==> config.mk <==
export PLATFORM = sky130hd
export DESIGN_NAME = sim_run_sequencer
export DESIGN_NICKNAME = d
export VERILOG_FILES = /design/src/rtl/sim_run_sequencer.sv
export SDC_FILE = /design/constraint.sdc
export NUM_CORES = 1
export LEC_CHECK = 0
export ABC_CLOCK_PERIOD_IN_PS = 4300
export BUFFER_PORTS_ARGS = -buffer_cell sky130_fd_sc_hd__buf_2
export CAP_MARGIN = 40
export CORE_ASPECT_RATIO = 0.9
export CORE_UTILIZATION = 55
export CTS_BUF_LIST = sky130_fd_sc_hd__clkbuf_8 sky130_fd_sc_hd__clkbuf_16
export CTS_CLUSTER_DIAMETER = 80
export CTS_CLUSTER_SIZE = 28
export DETAILED_ROUTE_END_ITERATION = 8
export GPL_TIMING_DRIVEN = 0
export PLACE_DENSITY = 0.8
export SLEW_MARGIN = 15
export SYNTH_ARGS = -nofsm -noshare
export SYNTH_HDL_FRONTEND = slang
export SYNTH_SLANG_ARGS = --single-unit
==> constraint.sdc <==
create_clock -name CLK -period 4.3 [get_ports CLK]
set_input_delay 0.86 -clock CLK [delete_from_list [all_inputs] [get_ports CLK]]
set_output_delay 0.86 -clock CLK [all_outputs]
set_load 0.01 [all_outputs]
==> src/rtl/sim_run_sequencer.sv <==
// Run controller: holds the DUT in reset, runs it until done or watchdog, then freezes it.
// Optional heartbeat pulse in RUN is enabled by defining SIM_RUN_HEARTBEAT_EN.
module sim_run_sequencer #(
    parameter int RST_CYCLES     = 2,
    parameter int TIMEOUT_CYCLES = 62500,
    parameter int CNT_W          = 32,
    parameter int HB_PERIOD      = 1024
) (
    input  logic             CLK,
    input  logic             RST_N,
    input  logic             start,
    input  logic             abort,
    input  logic             dut_done,
    input  logic             dut_pass,
    output logic             dut_rst_n,
    output logic [1:0]       state,
    output logic             finished,
    output logic             timed_out,
    output logic             pass,
    output logic [CNT_W-1:0] cycle_count,
    output logic             heartbeat
);

    typedef enum logic [1:0] {
        S_IDLE  = 2'b00,
        S_RESET = 2'b01,
        S_RUN   = 2'b10,
        S_END   = 2'b11
    } state_t;

    localparam logic [CNT_W-1:0] RST_LAST = CNT_W'(RST_CYCLES - 1);
    localparam logic [CNT_W-1:0] TO_LAST  = CNT_W'(TIMEOUT_CYCLES - 1);
    localparam logic [CNT_W-1:0] ONE      = CNT_W'(1);
    localparam bit               TO_EN    = (TIMEOUT_CYCLES != 0);

    if (RST_CYCLES < 1) begin : g_bad_rst_cycles
        $error("sim_run_sequencer: RST_CYCLES must be at least 1");
    end
    if (HB_PERIOD < 1) begin : g_bad_hb_period
        $error("sim_run_sequencer: HB_PERIOD must be at least 1");
    end

    state_t           r_state;
    logic             r_dut_rst_n;
    logic             r_finished;
    logic             r_timed_out;
    logic             r_pass;
    logic [CNT_W-1:0] r_cycle_count;
    logic [CNT_W-1:0] r_rst_cnt;

    logic [CNT_W-1:0] w_cc_inc;
    logic             w_cc_sat;
    logic             w_timeout;
    logic             w_stay_run;

    // cycle_count sticks at all-ones instead of wrapping
    assign w_cc_sat   = &r_cycle_count;
    assign w_cc_inc   = w_cc_sat ? r_cycle_count : r_cycle_count + ONE;
    assign w_timeout  = TO_EN && (r_cycle_count == TO_LAST);
    assign w_stay_run = (r_state == S_RUN) && !abort && !dut_done && !w_timeout;

    always_ff @(posedge CLK or negedge RST_N) begin
        if (!RST_N) begin
            r_state       <= S_IDLE;
            r_dut_rst_n   <= 1'b0;
            r_finished    <= 1'b0;
            r_timed_out   <= 1'b0;
            r_pass        <= 1'b0;
            r_cycle_count <= '0;
            r_rst_cnt     <= '0;
        end else begin
            case (r_state)
                S_IDLE: begin
                    r_dut_rst_n <= 1'b0;
                    if (start) begin
                        r_state   <= S_RESET;
                        r_rst_cnt <= '0;
                    end
                end
                S_RESET: begin
                    if (abort) begin
                        r_state       <= S_IDLE;
                        r_dut_rst_n   <= 1'b0;
                        r_pass        <= 1'b0;
                        r_timed_out   <= 1'b0;
                        r_cycle_count <= '0;
                        r_rst_cnt     <= '0;
                    end else if (r_rst_cnt == RST_LAST) begin
                        r_state       <= S_RUN;
                        r_dut_rst_n   <= 1'b1;
                        r_cycle_count <= '0;
                        r_rst_cnt     <= '0;
                    end else begin
                        r_rst_cnt <= r_rst_cnt + ONE;
                    end
                end
                S_RUN: begin
                    // priority: abort, then DUT completion, then watchdog
                    if (abort) begin
                        r_state       <= S_IDLE;
                        r_dut_rst_n   <= 1'b0;
                        r_pass        <= 1'b0;
                        r_timed_out   <= 1'b0;
                        r_cycle_count <= '0;
                    end else begin
                        r_cycle_count <= w_cc_inc;
                        if (dut_done) begin
                            r_state     <= S_END;
                            r_dut_rst_n <= 1'b0;
                            r_finished  <= 1'b1;
                            r_pass      <= dut_pass;
                            r_timed_out <= 1'b0;
                        end else if (w_timeout) begin
                            r_state     <= S_END;
                            r_dut_rst_n <= 1'b0;
                            r_finished  <= 1'b1;
                            r_pass      <= 1'b0;
                            r_timed_out <= 1'b1;
                        end
                    end
                end
                S_END: begin
                    r_dut_rst_n <= 1'b0;
                    if (start) begin
                        r_state       <= S_RESET;
                        r_finished    <= 1'b0;
                        r_pass        <= 1'b0;
                        r_timed_out   <= 1'b0;
                        r_cycle_count <= '0;
                        r_rst_cnt     <= '0;
                    end
                end
                default: begin
                    r_state <= S_IDLE;
                end
            endcase
        end
    end

`ifdef SIM_RUN_HEARTBEAT_EN
    localparam logic [CNT_W-1:0] HB_LAST = CNT_W'(HB_PERIOD - 1);

    logic [CNT_W-1:0] r_hb_cnt;
    logic             r_heartbeat;

    // Phase counter tracks cycle_count mod HB_PERIOD; it pauses once cycle_count saturates.
    always_ff @(posedge CLK or negedge RST_N) begin
        if (!RST_N) begin
            r_hb_cnt    <= '0;
            r_heartbeat <= 1'b0;
        end else begin
            r_heartbeat <= 1'b0;
            if (w_stay_run && !w_cc_sat) begin
                if (r_hb_cnt == HB_LAST) begin
                    r_hb_cnt    <= '0;
                    r_heartbeat <= 1'b1;
                end else begin
                    r_hb_cnt <= r_hb_cnt + ONE;
                end
            end else if (r_state != S_RUN) begin
                r_hb_cnt <= '0;
            end
        end
    end

    assign heartbeat = r_heartbeat;
`else
    assign heartbeat = 1'b0;
`endif

    assign dut_rst_n   = r_dut_rst_n;
    assign state       = r_state;
    assign finished    = r_finished;
    assign timed_out   = r_timed_out;
    assign pass        = r_pass;
    assign cycle_count = r_cycle_count;

endmodule
# Word-level counts from Yosys, hierarchy flattened
# Cells that the tools add are included.
# W data, S select, Z words.
[totals]
register_bits = 70
in_bits = 6
[op_classes]
add_sub_neg = 2
n_eq_ne = 13
mux = 34
n_reduce_logical = 12
[op_table]
columns = ["cell", "count"]
rows = [
  ["$mux W32", 7],
  ["$pmux W32 S3", 1],
  ["$add A32 B1 Y32 const B", 2],
  ["$pmux W32 S2", 1],
  ["$eq A32 B1 Y1 const B", 1],
  ["$eq A32 B16 Y1 const B", 1],
  ["$reduce_and A32 Y1", 1],
  ["$mux W1", 14],
  ["$mux W2", 6],
  ["$reduce_and A4 Y1", 3],
  ["$ne A3 B3 Y1 const B", 3],
  ["$pmux W1 S3", 3],
  ["$ne A2 B2 Y1 const B", 3],
  ["$pmux W2 S3", 1],
  ["$eq A2 B2 Y1 const B", 2],
  ["$ne A4 B4 Y1 const B", 1],
  ["$reduce_and A2 Y1", 2],
  ["$reduce_bool A2 Y1", 2],
  ["$reduce_and A3 Y1", 1],
  ["$reduce_bool A3 Y1", 1],
  ["$eq A2 B1 Y1 const B", 1],
  ["$logic_not A2 Y1", 1],
  ["$ne A2 B1 Y1 const B", 1],
  ["$pmux W1 S2", 1],
  ["$reduce_or A2 Y1", 1],
]

# Longest topological paths before layout
[logic_depth]
depth_word = 5
mapped_depth = 10
depth_no_buf = 8

# Worst setup path after synthesis
# No wires, ideal clock.
[synth_timing]
path_kind = "reg2reg"
start = "register r_cycle_count[0], in the netlist cycle_count[0]"
end = "register r_cycle_count[14], in the netlist cycle_count[14]"
setup_time_ns = 0.121
arrival_time_ns = 2.061
t_required_ns = 4.179
setup_slack_ns = 2.118
path_stages_with_launch = 9
synth_period_minus_slack_ns = 2.182
cell_sequence = "dfrtp_1 -> ha_1 -> nand3_1 -> nor4_4 -> nand4_4 -> nand3_1 -> buf_6 -> nor3_1 -> o22a_1"
[synth_between]
elab_chain_len = 4
[synth_rtl]
columns = ["item", "line_no", "rtl"]
rows = [
  ["start, declared", "48", "logic [CNT_W-1:0] r_cycle_count;"],
  ["start signal, assigned", "106", "r_cycle_count <= w_cc_inc;"],
  ["$add A32 B1 Y32", "58", "assign w_cc_inc = w_cc_sat ? r_cycle_count : r_cycle_count + ONE;"],
  ["$mux W32", "58", ""],
  ["$mux W32", "99", "if (abort) begin"],
  ["$pmux W32 S3", "72", "case (r_state)"],
]
# Several ways; a longest one is shown, not always the timed one. The select of a mux whose other input is x is not followed.
# A chain may end at the register's enable or synchronous reset.

# Final worst setup path
[layout_timing]
start = "register r_cycle_count[0], in the netlist cycle_count[0]"
end = "register r_cycle_count[9], in the netlist cycle_count[9]"
# Same word-level chain as after synthesis.

==> results.md <==
- Status: completed
- WP buf/inv: 1
- Worst-Margin Slew: between 800 and 900 ps
- HPWL Detailed: 7700 um
- Main combinational cell family by area after synthesis: simple AND/OR/NAND/NOR gates
- Via density: between 6 and 7
- GPL Wtd Cong: slightly below 0.9
- Sequential power share: between 30 and 40%
- ANT cells: 0
- Overall Global Routing Usage: 28.9%
- Gate Count Post-Synth: 476
- Crit path time final: between 2000 and 3000 ps
- CP peak stage delay: just over 700 ps
- Leak: 0.00211 uW
- RSZ-0062 raised after global routing: false
- Comb pwr share: between 30% and 40%
- Syn Std Cell Area: 0.00422 mm^2
- Initial core utilization: 58.4%
- Worst-path clk slew: ~80 ps
- Global-route wire length before repair: 18100 um
- Routed wire length: between 10000 and 15000 um
- Net Sw Frac: between 30% and 40%
- DR DRC count: 0
- Crit-path cells: ha_1 -> nand3_1 -> nor4_4 -> nand4_4 -> nand3_1 -> clkbuf_2 -> o21ai_0 -> o31ai_1
- Synth area leader: dfrtp_1
- P_int: about 1200 uW
- Initial drt markers: 390
- Initial antenna violation count: 0
- CP max-delay cell: nor4_4
- Worst clock skew: about 10 ps
- Placed insts: 613
- Crit-path leading delay family: simple AND/OR/NAND/NOR gates
- Post-Route Setup TNS: 0 ps
- Max Slew Vio Count: 0
- Setup CP Type: register to register
- Die height: 85.1 um
- Total clock sinks: 70
- Synth Area in XOR/XNOR: less than 1%
- Post-synth EDFFs: 0
- Ranking of synthesized cells by area: dfrtp_1 (42%), o21ai_0 (7.6%), o31ai_1 (5.7%), nand3_1 (3.6%), nand2_1 (3.3%)
- DIE AREA: between 0.008 and 0.009 mm^2
- Post-synth top area share: approximately two fifths
- Cell Rows: 29
- Fin crit share: 60.9%
- Area Growth Syn to Fin: 13.3%
- Async set-or-reset flop fraction in the synthesized netlist: 100%
- MaxCap Viol Count: 0
- Prevailing post-synth register cell: dfrtp_1
- Core area: between 0.007 and 0.008 mm^2
- CTS-repair resized insts: 0
- Critical Path RT: 4550 ps
- Post-CTS Setup Bufs: 0
- Hold Path Class: input port to async pin
- Yosys warns: 0
- Relative slew slack: 42.0%
- Most frequent cell after synthesis: dfrtp_1
- Htree depth: 3
- Antenna-violating nets left: 0
- CTS tree: yes
- Worst path arrival time: about 2900 ps
- Compound-cell area share of the yosys netlist: 24.8%
- Startpoint types: register
- IO Pins: 45
- Design area: approximately 0.0048 mm^2
- GRT Residual Overflow: 0
- Final setup vio count: 0
- Pin count of the biggest net entering global routing: 45
- Post-DP Area: roughly 0.0046 mm^2
- DR pass1 iterations: 5
- Avg Synthesized Cell Area: slightly below 9 um^2
- Most common cell on crit path: nand3_1
- Hold-fix buffers at CTS: 0
- Max frequency: roughly 0.38 GHz
- Port Buffers: 43
- DR WL/cell: 17.4 um
- #FFs+latches synth: 70
- Most common library cells after synthesis: dfrtp_1 (70), o21ai_0 (64), nand2_1 (37)
- Vias in the first global route: roughly 3700
- Power density cells: ~430 mW/mm^2
- # nets final: between 500 and 600
- P_sw: between 800 and 900 uW
- Clk network pwr share: between 20% and 30%
- Die width: approximately 94 um
- Crit. End Element: register
- Synth cell types: 53
- Via Count: 4151
- Synth Area in Adders: ~2.1%
- Worst-skew pair later-pin latency: 360 ps
- CP Max Fanout: 10
- Max clock buf depth: 2
- Ratio of cells with drive above 1 in the final layout: 17.9%
- Final Non-Filler Cells: 629
- CTS root buf: clkbuf_8
- Multiplexer area fraction after synthesis: about 1.0%
- CTS Buf Count: 9
- Max VDD drop: slightly above 0.4 mV
- Hold Fails Final Rpt: 0
- Mapped Nets: between 400 and 500
- Sequential fraction of the synthesis area: slightly above 40%
- Post-synthesis simple-gate area fraction: 25.2%
## registers in the layout, indices dropped and copies added, names as in the netlist
signal	flops
cycle_count	32
dut_rst_n	1
finished	1
pass	1
r_rst_cnt	32
state	2
timed_out	1
## cell families after synthesis
| logic type | count (synthesis) |
|---|---|
| compound gates | 166 |
| xor+xnor | 2 |
| fa+ha+maj | 7 |
| buf+inv | 37 |
| flops | 70 |
| mux | 4 |
| other cells | 1 |
| simple gates | 189 |
## through the flow
stage               total power (uW)  hold slack, ps  setup slack, ps  util, %
finish                          2040             415             1680     66.2
global route                    2150             443             1430     66.2
CTS                             2040             423             1700     66.2
detailed placement              1490             496             1680     63.4
global placement                1470             489             1670     63.0
floorplan                       1270             459             2120        -
## power by group through the flow
stage | logic (uW) | clock network, uW | registers, uW
3_5_place_dp | 752 | 0 | 740
6_report | 767 | 542 | 728
5_1_grt | 841 | 575 | 733
3_3_place_gp | 730 | 0 | 739
2_1_floorplan | 521 | 0 | 745
4_1_cts | 756 | 552 | 728
## per-layer routing
metal / vias up / wire length (um) / GRT usage, %
met4: 0 / 200 / 9.93
li1: 1909 / - / -
met3: 31 / 944 / 6.54
met1: 1988 / 4940 / 42.4
met2: 223 / 4840 / 41.8
met5: - / 0 / 0
## cell usage in the layout (no fill, tap or decap), types with 3 or more instances in the layout
| cell | synthesis | routed |
|---|---|---|
| nor2b_1 | 10 | 10 |
| nand4_1 | 19 | 19 |
| nand2_1 | 37 | 37 |
| o21a_1 | 3 | 3 |
| and4_1 | 4 | 4 |
| and3_1 | 9 | 9 |
| inv_1 | 10 | 10 |
| ha_1 | 7 | 7 |
| buf_6 | 4 | 4 |
| nor4_1 | 12 | 12 |
| o21ai_2 | 4 | 4 |
| nor4b_1 | 3 | 3 |
| clkinv_2 | 0 | 3 |
| o21ai_1 | 4 | 4 |
| clkbuf_8 | 0 | 10 |
| o41ai_1 | 4 | 4 |
| a21oi_1 | 24 | 24 |
| dfrtp_1 | 70 | 70 |
| a31oi_1 | 16 | 16 |
| nor3_1 | 6 | 6 |
| clkbuf_1 | 9 | 9 |
| buf_2 | 10 | 52 |
| nand2b_1 | 3 | 3 |
| and2_1 | 7 | 7 |
| nor2_1 | 35 | 35 |
| o21ai_0 | 64 | 64 |
| o31ai_1 | 32 | 32 |
| nand3_1 | 30 | 30 |
| buf_4 | 2 | 3 |
## worst paths after layout
check                                      startpoint                          to  slack [ps]  cells past startpoint
max                        cycle_count[0]$_DFFE_PN0P_  cycle_count[9]$_DFFE_PN0P_        1680                      8
min                                             RST_N   r_rst_cnt[29]$_DFFE_PN0P_         410                      1
max reg2reg                cycle_count[0]$_DFFE_PN0P_  cycle_count[9]$_DFFE_PN0P_        1680                      8
min reg2reg                 r_rst_cnt[20]$_DFFE_PN0P_   r_rst_cnt[20]$_DFFE_PN0P_         500                      1
max in group asynchronous                       RST_N   r_rst_cnt[17]$_DFFE_PN0P_        3350                      2
min in group CLK            r_rst_cnt[20]$_DFFE_PN0P_   r_rst_cnt[20]$_DFFE_PN0P_         500                      1
## final cells by class
cell class | instances | area, um^2
timing repair buffer | 44 | 245
inverter | 10 | 37.5
tap | 93 | 116
clock buffer | 10 | 138
fill | 590 | 2440
sequential | 70 | 1750
multi-input combinational | 369 | 2260
clock inverter | 6 | 61.3
buffer | 27 | 169
Note: power is estimated with default switching activity, not from simulation.
